$ cat src/rtl/jtpang_objdma.sv
// Object attribute DMA: copies 2^AW bytes from the CPU-shared RAM into
// the object buffer while holding the Z80 bus. Two cen steps per byte.
//
// Ports:
//   clk, rst_n, cen         clock, async active-low reset, clock enable
//   dma_go                  CPU strobe, rising edge starts a transfer
//   busrq_n / busak_n       Z80 bus request / acknowledge (active low)
//   src_addr/src_cs/src_dout  source RAM read port
//   obj_addr/obj_din/obj_we   object buffer write port
//   busy, done              status: transfer in flight / finished pulse
module jtpang_objdma #(
  parameter int          AW       = 9,
  parameter logic [11:0] SRC_BASE = 12'h000
) (
  input  logic          clk,
  input  logic          rst_n,
  input  logic          cen,
  input  logic          dma_go,
  output logic          busrq_n,
  input  logic          busak_n,
  output logic [11:0]   src_addr,
  output logic          src_cs,
  input  logic [7:0]    src_dout,
  output logic [AW-1:0] obj_addr,
  output logic [7:0]    obj_din,
  output logic          obj_we,
  output logic          busy,
  output logic          done
);

  typedef enum logic [2:0] {
    IDLE, REQ, READ, WRITE, REL
  } state_t;

  localparam logic [AW-1:0] ONE = {{(AW-1){1'b0}}, 1'b1};

  state_t        st_q, st_d;
  logic [AW-1:0] cnt_q, cnt_d;
  logic          pend_q, pend_d;
  logic          go_q, go_d;
  logic          start, bus_ok;

  // go_q resets to 1 so a strobe held through reset is not an edge
  always_ff @(posedge clk or negedge rst_n) begin
    if (!rst_n) begin
      st_q   <= IDLE;
      cnt_q  <= '0;
      pend_q <= 1'b0;
      go_q   <= 1'b1;
    end else begin
      st_q   <= st_d;
      cnt_q  <= cnt_d;
      pend_q <= pend_d;
      go_q   <= go_d;
    end
  end

  always_comb begin
    go_d   = dma_go;
    start  = dma_go & ~go_q;
    bus_ok = ~busak_n;
    st_d   = st_q;
    cnt_d  = cnt_q;
    // every edge is remembered until a transfer actually begins
    pend_d = pend_q | start;
    unique case (st_q)
      IDLE: begin
        if (cen && (start || pend_q)) begin
          st_d   = REQ;
          cnt_d  = '0;
          pend_d = 1'b0;
        end
      end
      REQ: begin
        if (cen && bus_ok) st_d = READ;
      end
      READ: begin
        if (cen && bus_ok) st_d = WRITE;
      end
      WRITE: begin
        if (cen && bus_ok) begin
          cnt_d = cnt_q + ONE;
          st_d  = (cnt_q == '1) ? REL : READ;
        end
      end
      REL: begin
        if (cen && busak_n) st_d = IDLE;
      end
      default: st_d = IDLE;
    endcase
  end

  // a lost acknowledge mid-copy freezes the port outputs too
  assign busy     = (st_q != IDLE);
  assign busrq_n  = ~((st_q == REQ) || (st_q == READ)
                      || (st_q == WRITE));
  assign src_cs   = (st_q == READ) && bus_ok;
  assign src_addr = SRC_BASE + 12'(cnt_q);
  assign obj_we   = (st_q == WRITE) && cen && bus_ok;
  assign obj_addr = cnt_q;
  assign obj_din  = (st_q == WRITE) ? src_dout : 8'h00;
  assign done     = (st_q == REL) && cen && busak_n;

endmodule

$ cat config.mk
export PLATFORM = sky130hd
export DESIGN_NAME = jtpang_objdma
export DESIGN_NICKNAME = d
export VERILOG_FILES = /design/src/rtl/jtpang_objdma.sv
export SDC_FILE = /design/constraint.sdc
export NUM_CORES = 1
export LEC_CHECK = 0
export BUFFER_PORTS_ARGS = -buffer_cell sky130_fd_sc_hd__buf_2
export CAP_MARGIN = 20
export CORE_UTILIZATION = 47
export CTS_CLUSTER_DIAMETER = 150
export DETAILED_ROUTE_END_ITERATION = 10
export PLACE_DENSITY = 0.83
export SKIP_LAST_GASP = 1
export SLEW_MARGIN = 10
export SYNTH_ARGS = -nofsm -noshare
export SYNTH_HDL_FRONTEND = slang
export SYNTH_SLANG_ARGS = --single-unit
$ cat constraint.sdc
create_clock -name clk -period 3 [get_ports clk]
set_clock_uncertainty 0.2 [all_clocks]
set_input_delay 0.15 -clock clk [delete_from_list [all_inputs] [get_ports clk]]
set_output_delay 0.15 -clock clk [all_outputs]
set_load 0.1 [all_outputs]
* After elaboration in Yosys (flattened, before gate mapping) *
Cells that the tools add are included.

word-level totals
  logic and storage cells = 49
  input port bits = 13
  register bits = 14

cells by class
  mux-type cells = 13
  eq/ne operators = 10
  bitwise logic cells = 5
  $add $sub $neg = 1
  reduce and logical (&&, ||, !) cells = 16

operator list
  kind                   number
  $mux W3                6
  $mux W9                2
  $pmux W9 S2            1
  $pmux W3 S5            1
  $ne A2 B2 Y1 const B   5
  $add A9 B1 Y9 const B  1
  $eq A9 B9 Y1 const B   1
  $logic_and A1 B1 Y1    8
  $mux W8                1
  $eq A3 B2 Y1 const B   2
  $reduce_and A5 Y1      1
  $eq A3 B1 Y1 const B   1
  $eq A3 B3 Y1 const B   1
  $logic_not A3 Y1       1
  $logic_or A1 B1 Y1     3
  $not A1 Y1             3
  $reduce_and A3 Y1      1
  $reduce_bool A3 Y1     1
  $mux W1                2
  $reduce_bool A2 Y1     1
  $and A1 B1 Y1          1
  $or A1 B1 Y1           1

* Depth between registers and ports, before layout *
  depth in word-level cells = 6
  mapped depth = 8

* Worst setup path before layout *
OpenSTA, ideal clock, no wires.

  path type = flip-flop to output port
  start = register st_q[2]
  end = output port src_cs
  setup slack = -0.490 ns
  path buffers = 1
  required time = 2.650 ns
  arrival time = 3.140 ns
  cell stages (with the launch flop) = 4
  cells stage by stage = dfrtp_1 -> and2b_4 -> clkbuf_1 -> nor3b_1

on the way
  longest elaborated chain between the ends = 2

ends and longest elaborated chain
  item                    line  source
  start, declared         37    state_t st_q, st_d;
  start signal, assigned  51    st_q <= st_d;
  $eq A3 B2 Y1            97    assign src_cs = (st_q == READ) && bus_ok;
  $logic_and A1 B1 Y1     97
  end, declared           22    output logic src_cs,

No other way between the ends.

* Worst setup path after layout *
  start = register st_q[0]
  end = output port obj_we

on the way
  longest elaborated chain between the ends = 3

ends and longest elaborated chain
  item                              line  source
  $eq A3 B2 Y1                      99    assign obj_we = (st_q == WRITE) && cen && bus_ok;
  $logic_and A1 B1 Y1 (2 in a row)  99
  end, declared                     26    output logic obj_we,

No other way between the ends.

==> flow_summary.yaml <==
setup_path:
  cpMaxStageDelayCell: "dfrtp_1"
  arrival_ns: 1.80
  r2r_setup_slack_ns: 1.08
  cp-start-kind: "register"
  r2r_end: "obj_addr[8]"
  worst_path_largest_cell_delay_ns: 0.55
  startpoint: "st_q[0]"
  path_max_fanout: 14
  required_ns: 2.65
  crit_chain: "and3b_2 -> nand2_4 -> inv_2 -> buf_2"
  reg2reg_from: "obj_addr[0]"
  r2r_cells: 6
  critPathCaptureType: "output port"
  cp-endpoint: "obj_we"
  critical_path_class: "register to output port"
cts:
  clockBufferDepth: 2
  tritoncts: "done"
  clk_pin_slew_worst_paths_ns: 0.08
  cts_inserted_buffers: 3
  cts-root-buf: "clkbuf_4"
  clock-sinks: 14
  post_cts_buffers: 0
  htree_num_levels: 1
  clk_latency_ns: 0.29
global_route:
  grt_max_degree: 15
  antenna_found_initial: 0
  grt_pass1_vias: 680
  grt_pass1_wl_mm: 3.05
  grt_overflow: 0
  track_usage_pct: 20.7
placement:
  gp_congestion: 0.808
  placedCellCount: 153
  hpwl_mm: 1.53
  io_buffers: 43
layout:
  nets: 151
  layout_commonest_cell: "buf_2"
  final_cells: 160
  final_core_util_pct: 63.2
  fillers: 176
  final_layout_size_suffix_gt1_share_pct: 41.5
  area_growth_pct: 24.1
  diodes: 0
  layout_common_cells: "buf_2, and3_1, dfrtp_1"
sta:
  setup_tns_ns: 0
  min_period_ns: 2.15
  drv_slew: 0
  setup_viol: 0
  period_share_pct: 71.6
  rsz0062_at_grt: "no"
  hold_slack_ns: 0.0480
  hold_viol: 0
  fmax_ghz: 0.465
yosys:
  synth_cell_type_count: 33
  synth_ff_type: "dfrtp_1"
  synth.yosys.seq_area_share_pct: 39.1
  synth_warnings: 0
  synth_seq_cells: 14
  synth-edff-count: 0
  syn_avg_cell_area_um2: 9.17
  async_reset_ff_share_pct: 100
  syn_inst: 98
  syn_area_um2: 898
die:
  io_pins: 47
  die_y_um: 45.7
  die_w_um: 45.7
  die_area_um2: 2090
  coreArea_um2: 1760
  start_util_pct: 50.9
  rows: 15
detailed_routing:
  drtPass1Iterations: 4
  drt-total-wl_mm: 2.01
  final_antenna_net_count: 0
  initialDrtViolationCount: 24
  num_vias: 814
  drc: 0
  routedWlPerCell_um: 12.5
  vias_per_cell: 5.09
run:
  drv_cap: 0
outcome:
  outcome: "completed"
min_path:
  hold_start: "busak_n"
  min_path_type: "input pin to register"
## cell usage after synthesis, drive strengths merged (3+ instances only)
| cell type | n | area (µm²) |
|---|---|---|
| a211o | 6 | 52.6 |
| inv | 3 | 11.3 |
| nor3 | 7 | 40.0 |
| nand3 | 5 | 25.0 |
| dfrtp | 13 | 325 |
| nand2 | 9 | 41.3 |
| and3 | 13 | 81.3 |
| nor2 | 4 | 15.0 |
| buf | 13 | 101 |
## layout make-up
type / count / area [µm²] / area share, %
clock buffers: 4 / 36.3 / 3.25
inverters: 3 / 11.3 / 1.01
multi-input cells: 68 / 439 / 39.4
flip-flops and latches: 14 / 352 / 31.5
well taps: 25 / 31.3 / 2.81
repair buffers: 46 / 245 / 22.0
## what timing repair did
item | CTS | global route
resized for setup | 0 | 0
endpoints found under the hold margin | 16 | 0
hold buffers | 3 | 0
## routing by layer
layer	routed length [µm]	vias to the layer above	track usage, %
met5	0	-	0
met4	18	0	5.88
met3	81	5	7.14
met2	1000	19	31.1
met1	901	381	28.2
li1	-	409	-
## cells by family (layout without fill, tap and decap cells)
kind of cell               after synthesis  count (layout)  share of synthesized area [%]
and+or+nand+nor                         48              48                           30.9
adders and majority gates                2               2                           2.79
DFF                                     14              14                           39.1
other                                    1               3                          0.417
muxes                                    1               1                           1.25
buffers and inverters                   18              53                           13.4
AOI/OAI and AO/OA                       14              14                           12.1
## worst min-delay path by stage
stage | end | slack [ns] | cells past startpoint
2_1_floorplan | obj_addr[0] | -0.35 | 0
3_3_place_gp | obj_addr[5] | -0.15 | 1
3_5_place_dp | obj_addr[5] | -0.14 | 1
4_1_cts | st_q[2] | 0.04 | 4
5_1_grt | st_q[2] | 0.06 | 4
6_report | st_q[2] | 0.05 | 4
## flip-flops by register name, indices dropped and copies added, names as in the netlist
signal / flops
go_q: 1
obj_addr: 9
pend_q: 1
st_q: 3
## critical path: cells and delay by family, from the launching register on
family	cells	cell delay [ns]
buffers and inverters	2	0.56
DFF	1	0.55
and+or+nand+nor	2	0.41
## metrics by stage
stage	area [µm²]	setup WS, ns
final	1110	0.851
after global routing	1110	0.733
after CTS	1110	0.867
after detailed placement	1050	1.08
after global placement	1050	1.11
after floorplan	911	0.498
Power is left out: the tool's default activity adds up to more than one toggle a clock period on the data nets, which glitch-free logic cannot reach.
